$ cat src/rtl/aes_dec_ctrl.sv
// ---------------------------------------------------------------------------
// aes_dec_ctrl -- iterative AES inverse cipher, one full round per clock.
//
// Round keys are fetched from an external key store.
// rk_addr selects a key, and rk_data must return that key in the same cycle.
// The block runs the initial AddRoundKey in the IDLE cycle that accepts start.
// It then runs NR-1 full inverse rounds in ROUND, followed by the last round
// (no InvMixColumns) in FINAL.
//
// Ports
//   clk      in   1    rising-edge clock
//   rst      in   1    synchronous active-high reset
//   start    in   1    decrypt request, only honoured in IDLE
//   ct_in    in   128  ciphertext, byte 0 in [127:120]
//   rk_addr  out  4    round-key index requested this cycle
//   rk_data  in   128  round key for rk_addr (same-cycle)
//   busy     out  1    a block is in flight
//   done     out  1    one-cycle pulse, pt_out valid from this cycle
//   pt_out   out  128  plaintext register
//
// Also in this file: the combinational helpers invshiftrows, invsubbytes
// and invmixcolumns. They can be instantiated on their own.
// ---------------------------------------------------------------------------

// InvShiftRows: row r of the 4x4 state is rotated right by r positions.
// The byte at row r, column c has index r + 4*c.
module invshiftrows (
  input  logic [127:0] data_i,
  output logic [127:0] data_o
);
  for (genvar gi = 0; gi < 16; gi++) begin : g_byte
    localparam int ROW = gi % 4;
    localparam int COL = gi / 4;
    localparam int SRC = ROW + 4 * ((COL - ROW + 4) % 4);
    assign data_o[127-8*gi -: 8] = data_i[127-8*SRC -: 8];
  end
endmodule

// InvSubBytes: byte-wise inverse S-box lookup.
module invsubbytes (
  input  logic [127:0] data_i,
  output logic [127:0] data_o
);
  localparam logic [7:0] INV_SBOX [256] = '{
    8'h52, 8'h09, 8'h6a, 8'hd5, 8'h30, 8'h36, 8'ha5, 8'h38, 8'hbf, 8'h40, 8'ha3, 8'h9e, 8'h81, 8'hf3, 8'hd7, 8'hfb,
    8'h7c, 8'he3, 8'h39, 8'h82, 8'h9b, 8'h2f, 8'hff, 8'h87, 8'h34, 8'h8e, 8'h43, 8'h44, 8'hc4, 8'hde, 8'he9, 8'hcb,
    8'h54, 8'h7b, 8'h94, 8'h32, 8'ha6, 8'hc2, 8'h23, 8'h3d, 8'hee, 8'h4c, 8'h95, 8'h0b, 8'h42, 8'hfa, 8'hc3, 8'h4e,
    8'h08, 8'h2e, 8'ha1, 8'h66, 8'h28, 8'hd9, 8'h24, 8'hb2, 8'h76, 8'h5b, 8'ha2, 8'h49, 8'h6d, 8'h8b, 8'hd1, 8'h25,
    8'h72, 8'hf8, 8'hf6, 8'h64, 8'h86, 8'h68, 8'h98, 8'h16, 8'hd4, 8'ha4, 8'h5c, 8'hcc, 8'h5d, 8'h65, 8'hb6, 8'h92,
    8'h6c, 8'h70, 8'h48, 8'h50, 8'hfd, 8'hed, 8'hb9, 8'hda, 8'h5e, 8'h15, 8'h46, 8'h57, 8'ha7, 8'h8d, 8'h9d, 8'h84,
    8'h90, 8'hd8, 8'hab, 8'h00, 8'h8c, 8'hbc, 8'hd3, 8'h0a, 8'hf7, 8'he4, 8'h58, 8'h05, 8'hb8, 8'hb3, 8'h45, 8'h06,
    8'hd0, 8'h2c, 8'h1e, 8'h8f, 8'hca, 8'h3f, 8'h0f, 8'h02, 8'hc1, 8'haf, 8'hbd, 8'h03, 8'h01, 8'h13, 8'h8a, 8'h6b,
    8'h3a, 8'h91, 8'h11, 8'h41, 8'h4f, 8'h67, 8'hdc, 8'hea, 8'h97, 8'hf2, 8'hcf, 8'hce, 8'hf0, 8'hb4, 8'he6, 8'h73,
    8'h96, 8'hac, 8'h74, 8'h22, 8'he7, 8'had, 8'h35, 8'h85, 8'he2, 8'hf9, 8'h37, 8'he8, 8'h1c, 8'h75, 8'hdf, 8'h6e,
    8'h47, 8'hf1, 8'h1a, 8'h71, 8'h1d, 8'h29, 8'hc5, 8'h89, 8'h6f, 8'hb7, 8'h62, 8'h0e, 8'haa, 8'h18, 8'hbe, 8'h1b,
    8'hfc, 8'h56, 8'h3e, 8'h4b, 8'hc6, 8'hd2, 8'h79, 8'h20, 8'h9a, 8'hdb, 8'hc0, 8'hfe, 8'h78, 8'hcd, 8'h5a, 8'hf4,
    8'h1f, 8'hdd, 8'ha8, 8'h33, 8'h88, 8'h07, 8'hc7, 8'h31, 8'hb1, 8'h12, 8'h10, 8'h59, 8'h27, 8'h80, 8'hec, 8'h5f,
    8'h60, 8'h51, 8'h7f, 8'ha9, 8'h19, 8'hb5, 8'h4a, 8'h0d, 8'h2d, 8'he5, 8'h7a, 8'h9f, 8'h93, 8'hc9, 8'h9c, 8'hef,
    8'ha0, 8'he0, 8'h3b, 8'h4d, 8'hae, 8'h2a, 8'hf5, 8'hb0, 8'hc8, 8'heb, 8'hbb, 8'h3c, 8'h83, 8'h53, 8'h99, 8'h61,
    8'h17, 8'h2b, 8'h04, 8'h7e, 8'hba, 8'h77, 8'hd6, 8'h26, 8'he1, 8'h69, 8'h14, 8'h63, 8'h55, 8'h21, 8'h0c, 8'h7d
  };

  for (genvar gi = 0; gi < 16; gi++) begin : g_byte
    assign data_o[8*gi +: 8] = INV_SBOX[data_i[8*gi +: 8]];
  end
endmodule

// InvMixColumns: each 32-bit column is multiplied by the circulant matrix
// {0e,0b,0d,09} over GF(2^8). The products are built from xtime chains.
module invmixcolumns (
  input  logic [127:0] data_i,
  output logic [127:0] data_o
);
  function automatic logic [7:0] xt(input logic [7:0] b);
    return {b[6:0], 1'b0} ^ (b[7] ? 8'h1b : 8'h00);
  endfunction

  function automatic logic [7:0] mul9(input logic [7:0] b);
    return xt(xt(xt(b))) ^ b;
  endfunction

  function automatic logic [7:0] mulb(input logic [7:0] b);
    return xt(xt(xt(b))) ^ xt(b) ^ b;
  endfunction

  function automatic logic [7:0] muld(input logic [7:0] b);
    return xt(xt(xt(b))) ^ xt(xt(b)) ^ b;
  endfunction

  function automatic logic [7:0] mule(input logic [7:0] b);
    return xt(xt(xt(b))) ^ xt(xt(b)) ^ xt(b);
  endfunction

  for (genvar gi = 0; gi < 4; gi++) begin : g_col
    logic [7:0] a0, a1, a2, a3;
    assign a0 = data_i[127-32*gi -: 8];
    assign a1 = data_i[119-32*gi -: 8];
    assign a2 = data_i[111-32*gi -: 8];
    assign a3 = data_i[103-32*gi -: 8];
    assign data_o[127-32*gi -: 8] = mule(a0) ^ mulb(a1) ^ muld(a2) ^ mul9(a3);
    assign data_o[119-32*gi -: 8] = mul9(a0) ^ mule(a1) ^ mulb(a2) ^ muld(a3);
    assign data_o[111-32*gi -: 8] = muld(a0) ^ mul9(a1) ^ mule(a2) ^ mulb(a3);
    assign data_o[103-32*gi -: 8] = mulb(a0) ^ muld(a1) ^ mul9(a2) ^ mule(a3);
  end
endmodule

// Controller and round datapath. NR must be 10, 12 or 14.
module aes_dec_ctrl #(
  parameter int NR = 10
) (
  input  logic         clk,
  input  logic         rst,
  input  logic         start,
  input  logic [127:0] ct_in,
  output logic [3:0]   rk_addr,
  input  logic [127:0] rk_data,
  output logic         busy,
  output logic         done,
  output logic [127:0] pt_out
);
  localparam logic [3:0] NR_L = 4'(NR);

  typedef enum logic [1:0] {IDLE, ROUND, FINAL} fsm_e;

  fsm_e         fsm_q, fsm_d;
  logic [3:0]   r_q, r_d;
  logic [127:0] state_q, state_d;
  logic [127:0] pt_q, pt_d;
  logic         done_q, done_d;

  logic [127:0] isr_out, isb_out, ark_out, imc_out;

  // A single datapath serves both round flavours.
  // FINAL takes ark_out directly. ROUND takes it through InvMixColumns.
  invshiftrows  u_isr (.data_i(state_q), .data_o(isr_out));
  invsubbytes   u_isb (.data_i(isr_out), .data_o(isb_out));
  assign ark_out = isb_out ^ rk_data;
  invmixcolumns u_imc (.data_i(ark_out), .data_o(imc_out));

  always_comb begin
    fsm_d   = fsm_q;
    r_d     = r_q;
    state_d = state_q;
    pt_d    = pt_q;
    done_d  = 1'b0;
    rk_addr = NR_L;
    busy    = 1'b0;
    unique case (fsm_q)
      IDLE: begin
        // rk_addr stays NR so that the last round key is already on
        // rk_data when start arrives.
        if (start) begin
          state_d = ct_in ^ rk_data;
          r_d     = NR_L - 4'd1;
          fsm_d   = ROUND;
        end
      end
      ROUND: begin
        rk_addr = r_q;
        busy    = 1'b1;
        state_d = imc_out;
        if (r_q == 4'd1) begin
          fsm_d = FINAL;
        end else begin
          r_d = r_q - 4'd1;
        end
      end
      FINAL: begin
        rk_addr = 4'd0;
        busy    = 1'b1;
        pt_d    = ark_out;
        done_d  = 1'b1;
        fsm_d   = IDLE;
      end
      default: begin
        fsm_d = IDLE;
      end
    endcase
  end

  always_ff @(posedge clk) begin
    if (rst) begin
      fsm_q   <= IDLE;
      r_q     <= 4'd0;
      state_q <= '0;
      pt_q    <= '0;
      done_q  <= 1'b0;
    end else begin
      fsm_q   <= fsm_d;
      r_q     <= r_d;
      state_q <= state_d;
      pt_q    <= pt_d;
      done_q  <= done_d;
    end
  end

  assign done   = done_q;
  assign pt_out = pt_q;
endmodule

$ cat config.mk
export PLATFORM = sky130hd
export DESIGN_NAME = aes_dec_ctrl
export DESIGN_NICKNAME = d
export VERILOG_FILES = /design/src/rtl/aes_dec_ctrl.sv
export SDC_FILE = /design/constraint.sdc
export NUM_CORES = 2
export LEC_CHECK = 0
export ABC_CLOCK_PERIOD_IN_PS = 5600
export BUFFER_PORTS_ARGS = -buffer_cell sky130_fd_sc_hd__buf_2
export CORE_MARGIN = 4
export CORE_UTILIZATION = 30
export CTS_BUF_LIST = sky130_fd_sc_hd__clkbuf_4 sky130_fd_sc_hd__clkbuf_8 sky130_fd_sc_hd__clkbuf_16
export CTS_CLUSTER_DIAMETER = 100
export DETAILED_ROUTE_END_ITERATION = 8
export HOLD_SLACK_MARGIN = 0.06
export PLACE_DENSITY = 0.48
export RECOVER_POWER = 25
export SLEW_MARGIN = 20
export SYNTH_ARGS = -nofsm -noshare
export SYNTH_HDL_FRONTEND = slang
export SYNTH_SLANG_ARGS = --single-unit
$ cat constraint.sdc
create_clock -name clk -period 5.6 [get_ports clk]
set_input_delay 0.56 -clock clk [delete_from_list [all_inputs] [get_ports clk]]
set_output_delay 0.56 -clock clk [all_outputs]
set_load 0.05 [all_outputs]
# Word level (Yosys, flattened, before mapping)
# Memories as Yosys holds them, arrays and structs flattened.
# Index checks and enable logic that the tools add are counted.
op_classes:
  addsub: 1
  order_cmp: 16
  eq_ne: 6
  mux: 91
  n_bitwise: 210
  reduce_logical: 6
op_table:
  columns: ["op", "n"]
  rows:
  - ["bitwise XOR 8 bit", 189]
  - ["2-to-1 mux 8 bit", 32]
  - ["one-hot mux 128 bit (2 select lines)", 1]
  - ["bitwise XOR 128 bit", 2]
  - ["2-to-1 mux 5 bit", 48]
  - [">= comparator 9 bit, second input constant", 16]
  - ["NOT 8 -> 9 bit", 16]
  - ["2-to-1 mux 128 bit", 1]
  - ["bitwise XOR 8 x 5 -> 8 bit", 3]
  - ["one-hot mux 4 bit (2 select lines)", 2]
  - ["2-to-1 mux 4 bit", 2]
  - ["!= test 2 bit, second input constant", 3]
  - ["== test 4 x 1 -> 1 bit, second input constant", 1]
  - ["2-to-1 mux 2 bit", 2]
  - ["one-hot mux 2 bit (2 select lines)", 1]
  - ["AND reduction 2 bit", 2]
  - ["subtractor 4 x 1 -> 4 bit, second input constant", 1]
  - ["AND reduction 3 bit", 1]
  - ["== test 2 x 1 -> 1 bit, second input constant", 1]
  - ["== test 2 bit, second input constant", 1]
  - ["logical NOT 2 bit", 1]
  - ["2-to-1 mux 1 bit", 2]
  - ["nonzero test 2 bit", 1]
  - ["OR reduction 2 bit", 1]
totals:
  ff_bits: 263
  romBits: 32768
  memories: 16
mem_list:
  columns: ["name", "depth", "word_bits", "read_ports", "rd_ports_with_merged_regs", "write_ports", "line", "source"]
  rows:
  - ["(name not given)", 256, 8, 1, 0, 0, "64", "assign data_o[8*gi +: 8] = INV_SBOX[data_i[8*gi +: 8]];"]
  - ["(name not given)", 256, 8, 1, 0, 0, "64", null]
  - ["(name not given)", 256, 8, 1, 0, 0, "64", null]
  - ["(name not given)", 256, 8, 1, 0, 0, "64", null]
  - ["(name not given)", 256, 8, 1, 0, 0, "64", null]
  - ["(name not given)", 256, 8, 1, 0, 0, "64", null]
  - ["10 more memories", null, null, null, null, null, null, null]

# Logic depth before layout (Yosys ltp)
logic_depth:
  depth_word: 17
  depth_mapped: 19

# Hierarchy
# A second synthesis with hierarchy kept.
unflattened:
  hier_cells: 10649
  area_unflattened_um2: 75537.4
modules_own_cells:
  columns: ["mod", "instances", "cells_each", "area_each_um2"]
  rows:
  - ["invsubbytes", 1, 8436, 53278.6]
  - ["aes_dec_ctrl", 1, 1295, 12462.0]
  - ["invmixcolumns", 1, 790, 8836.0]
  - ["invshiftrows", 1, 128, 960.9]

# Worst setup path after synthesis
# No wires, ideal clock.
synth_path:
  path_type: "register to register"
  from: "reg state_q[33]"
  to: "reg state_q[84]"
  setup_ns: 0.104
  t_arrival_ns: 5.231
  required_time_ns: 5.496
  slack_ns: 0.265
  stages_incl_launch_ff: 17
  n_path_buf: 3
  path_cell_list: "dfxtp_1 clkbuf_1 clkbuf_1 inv_1 ha_1 buf_2 inv_1 mux4_2 a2111oi_0 a211oi_1 and4b_1 a211o_1 xnor3_2 xnor3_2 xnor3_1 xor3_1 a2111oi_2"
synth_between:
  elab_chain_len: 13
synth_lines:
  columns: ["element", "line", "source"]
  rows:
  - ["from (decl)", "127", "logic [127:0] state_q, state_d;"]
  - ["from (signal assigned)", "191", "state_q <= state_d;"]
  - ["NOT 8 -> 9 bit (not written as such) *", "64", null]
  - ["memory (256 x 8 bit) *", null, null]
  - ["2-to-1 mux 8 bit (not written as such) * (2 in series)", "64", null]
  - ["bitwise XOR 128 bit *", "137", "assign ark_out = isb_out ^ rk_data;"]
  - ["bitwise XOR 8 bit", "75", "return {b[6:0], 1'b0} ^ (b[7] ? 8'h1b : 8'h00);"]
  - ["2-to-1 mux 5 bit / bitwise XOR 8 bit (equally long branches)", "75", null]
  - ["bitwise XOR 8 bit / 2-to-1 mux 5 bit (equally long branches)", "75", null]
  - ["bitwise XOR 8 bit", "75", null]
  - ["bitwise XOR 8 bit", "87", "return xt(xt(xt(b))) ^ xt(xt(b)) ^ b;"]
  - ["bitwise XOR 8 bit *", "87", null]
  - ["bitwise XOR 8 bit *", "101", "assign data_o[119-32*gi -: 8] = mul9(a0) ^ mule(a1) ^ mulb(a2) ^ muld(a3);"]
  - ["one-hot mux 128 bit (2 select lines) *", "148", "unique case (fsm_q)"]
# Every way passes the cells marked *; elsewhere a longest branch is shown, timed or not. The select of a mux whose other input is x is not followed.
# A chain may end at the register's enable or synchronous reset.

# Final worst setup path
layout_path:
  from: "reg state_q[88]"
  to: "reg state_q[93]"
layout_between:
  elab_chain_len: 15
layout_lines:
  columns: ["element", "line", "source"]
  rows:
  - ["NOT 8 -> 9 bit (not written as such) *", "64", null]
  - ["memory (256 x 8 bit) *", null, null]
  - ["2-to-1 mux 8 bit (not written as such) * (2 in series)", "64", null]
  - ["bitwise XOR 128 bit *", "137", null]
  - ["2-to-1 mux 5 bit / bitwise XOR 8 bit (equally long branches)", "75", null]
  - ["bitwise XOR 8 bit *", "75", null]
  - ["bitwise XOR 8 bit (2 in series)", "75", null]
  - ["bitwise XOR 8 bit", "91", "return xt(xt(xt(b))) ^ xt(xt(b)) ^ xt(b);"]
  - ["bitwise XOR 8 bit *", "91", null]
  - ["bitwise XOR 8 bit * (3 in series)", "100", "assign data_o[127-32*gi -: 8] = mule(a0) ^ mulb(a1) ^ muld(a2) ^ mul9(a3);"]
  - ["one-hot mux 128 bit (2 select lines) *", "148", null]
# Marked as above.

==> metrics.yaml <==
layout:
  final_common_cell: "buf_4"
  multi_input_area_sq_um: 66420
  drive_above_1_share_pct: 17.16
  layout.nets: 11560
  seq_area_sq_um: 5415
  final_cell_mix: "847 x buf_4, 797 x nor2_1, 719 x a21oi_1"
  syn2layout_area_growth_pct: 12.30
  fillerInstances: 27980
  fin_cells: 14450
clocking:
  numCtsBuffers: 50
  insertion_delay_ns: 0.72
  tritoncts: "yes"
  clkSinkCount: 263
  clockBufferDepth: 3
  clk_pin_slew_worst_paths_ns: 0.06
  clockRootBuffer: "clkbuf_16"
  htreeDepth: 2
route:
  routed_wl_microns: 505200
  drc: 0
  vias: 97340
  via_per_inst: 6.735
  firstDrtPassIters: 9
  antenna_left: 0
  wl_per_cell_microns: 34.96
  first_iter_violations: 16630
synth:
  ys_types: 119
  ys_ff_latch: 263
  syn_area_sq_um: 78090
  synthArstFlopShare_pct: 0
  synth_top_area_cell: "xnor2_1"
  synth_edf_count: 0
  synth_cells: 10900
  synth_top_area_share_pct: 7.066
  syn-num-nets: 11460
  ys_top_cells_by_area: "xnor2_1 7.1%, dfxtp_1 6.7%, mux4_2 5.0%"
  yosys_most_used_dff: "dfxtp_1"
  yosysWarnings: 0
  avgSynthCellArea_sq_um: 7.164
  yosysSeqAreaShare_pct: 6.742
worst_setup_path:
  critPathTopFamily: "XOR/XNOR gates"
  rrSetupSlack_ns: -0.0009
  critPathKind: "flop to flop"
  reg2reg_depth: 17
  path_max_fanout: 14
  crit_top_cell: "xnor2_1"
  cpMaxStageDelayCell: "a311oi_1"
  arrival_ns: 6.12
  r2r_end: "state_q[93]$_SDFFE_PP0P_"
  critPathBufInv: 4
  start_kind: "flop"
  path_depth: 17
  path_cells: "inv_1 -> buf_4 -> ha_1 -> or2_2 -> a21oi_1 -> o21ai_0 -> a311oi_1 -> a2bb2oi_1 -> buf_4 -> xnor2_1 -> xnor2_1 -> xnor3_1 -> xnor2_1 -> xnor2_1 -> buf_4 -> xnor2_1 -> a2111oi_2"
  cp_slowest_stage_delay_ns: 0.60
  worstPathRequired_ns: 6.12
  rr_startpoint: "state_q[88]$_SDFFE_PP0P_"
  critPathCaptureType: "flop"
global_route:
  grtUsageTotal_pct: 35.27
  grt_pass1_wl_microns: 710600
  antenna_found_initial: 35
  grt_max_degree: 102
  grt_pass1_vias: 90880
  overflow: 0
status:
  outcome: "finished, violations left"
  violations: "negative setup slack"
placed_design:
  numPortBuffers: 392
  dpl.cell_count: 14340
  gp_congestion: 1.044
  dpl.hpwl_microns: 382900
  dp_slack_ns: 0.03977
timing:
  post-route-period-util_pct: 100.0
  maxSlewViolCount: 0
  fmax_mhz: 178.5
  slew_headroom_pct: 11.49
  hold_violations: 0
  fin_crit_ns: 5.601
  tightest_slew_ns: 1.319
  setup_viol: 1
  rsz0062_at_grt: "false"
  finClkSkew_ns: 0.05103
  setup_slack_ns: -0.0009384
hold_path:
  worst_hold_path.endpoint: "pt_out[20]$_SDFFE_PP0P_"
  holdCritStartpoint: "rst"
  whs_path_depth: 2
  hold_class: "input pin to flop"
floorplanning:
  die_w_microns: 518.2
  die_h_microns: 518.2
  die-area_sq_um: 268500
  pin_count: 393
  design.core.area_sq_um: 259200
  rows: 187
  initial_utilization_pct: 30.12
run:
  cap_viol_max_count: 0
[through the flow]
stage               hold WS (ns)  instance area, sq um  util [%]     TNS, ns
floorplan                 0.4776                 78090         -           0
global placement          0.4696                 85960     33.16     -0.1473
detailed placement        0.4715                 85960     33.16           0
CTS                       0.2158                 87670     33.82           0
global route              0.2523                 87680     33.82           0
finish                    0.2365                 87700     33.83  -0.0009384
[worst max path at each step]
stage,startpoint,end,slack (ns)
after CTS,state_q[3]$_SDFFE_PP0P_,state_q[51]$_SDFFE_PP0P_,0.02
after detailed placement,state_q[97]$_SDFFE_PP0P_,state_q[27]$_SDFFE_PP0P_,0.04
final,state_q[88]$_SDFFE_PP0P_,state_q[93]$_SDFFE_PP0P_,-0.0009
after global routing,state_q[113]$_SDFFE_PP0P_,state_q[84]$_SDFFE_PP0P_,0.002
after floorplan,state_q[33]$_SDFFE_PP0P_,state_q[84]$_SDFFE_PP0P_,0.27
after global placement,state_q[97]$_SDFFE_PP0P_,state_q[27]$_SDFFE_PP0P_,-0.13
[worst register-to-register path, cell delays in order (launching register included)]
cell and delay [ns]:
dfxtp_1 0.37, inv_1 0.08, buf_4 0.18, ha_1 0.54, or2_2 0.48, a21oi_1 0.20, o21ai_0 0.12, a311oi_1 0.60
a2bb2oi_1 0.38, buf_4 0.20, xnor2_1 0.08, xnor2_1 0.53, xnor3_1 0.54, xnor2_1 0.23, xnor2_1 0.09, buf_4 0.15
xnor2_1 0.53, a2111oi_2 0.15
[layer usage]
metal	global-route usage [%]	wire length, microns	vias up
li1	-	-	41210
met1	46.17	200400	47550
met2	53.06	214200	7173
met3	7.245	51750	1383
met4	21.41	38700	26
met5	0	178	-
[flip-flops by register name, indices dropped and copies added (netlist names)]
name and count:
pt_out 128, done 1, fsm_q 2, state_q 128
r_q 4
[final cells by class]
type / count / share of cell area (%)
multi-input combinational: 9180 / 75.73
clock buffer: 63 / 1.594
tap: 3402 / 4.854
clock inverter: 31 / 0.3495
antenna: 12 / 0.03424
sequential: 263 / 6.175
inverter: 220 / 0.9431
timing repair buffer: 1281 / 10.32
[what timing repair did]
item,in CTS,in global routing
gates resized for setup,2,16
hold buffers,0,0
buffers inserted,0,3
pin swaps,0,2
endpoints found under the setup margin,3,11
[cell families (layout without fill, tap and decap cells)]
group / Yosys count / after routing / synth area share [%]
flip-flops: 263 / 263 / 6.742
adder cells (fa/ha/maj): 304 / 304 / 4.871
other: 0 / 12 / 0
AO/OA/AOI/OAI: 3829 / 3829 / 34.62
XOR/XNOR: 1054 / 1054 / 13.44
AND/OR/NAND/NOR: 3568 / 3568 / 23.49
multiplexers: 425 / 425 / 8.338
buffers and inverters: 1458 / 1595 / 8.503
[Yosys cell counts (160+ instances only)]
cell      count
nand2b_1    424
buf_2       431
mux4_2      174
nor2_1      801
o311ai_0    160
nor2b_1     310
mux2i_1     189
xnor2_1     630
nand2_1     710
a31oi_1     193
o21ai_0     689
nor3_1      335
ha_1        304
a21oi_1     720
dfxtp_1     263
a311oi_1    177
clkbuf_1    597
o211ai_1    174
xor2_1      315
a211oi_1    313
nand3_1     239
inv_1       189
Power is not shown: default switching activity piles up to over one toggle a cycle in this logic, so the estimate is an artifact.
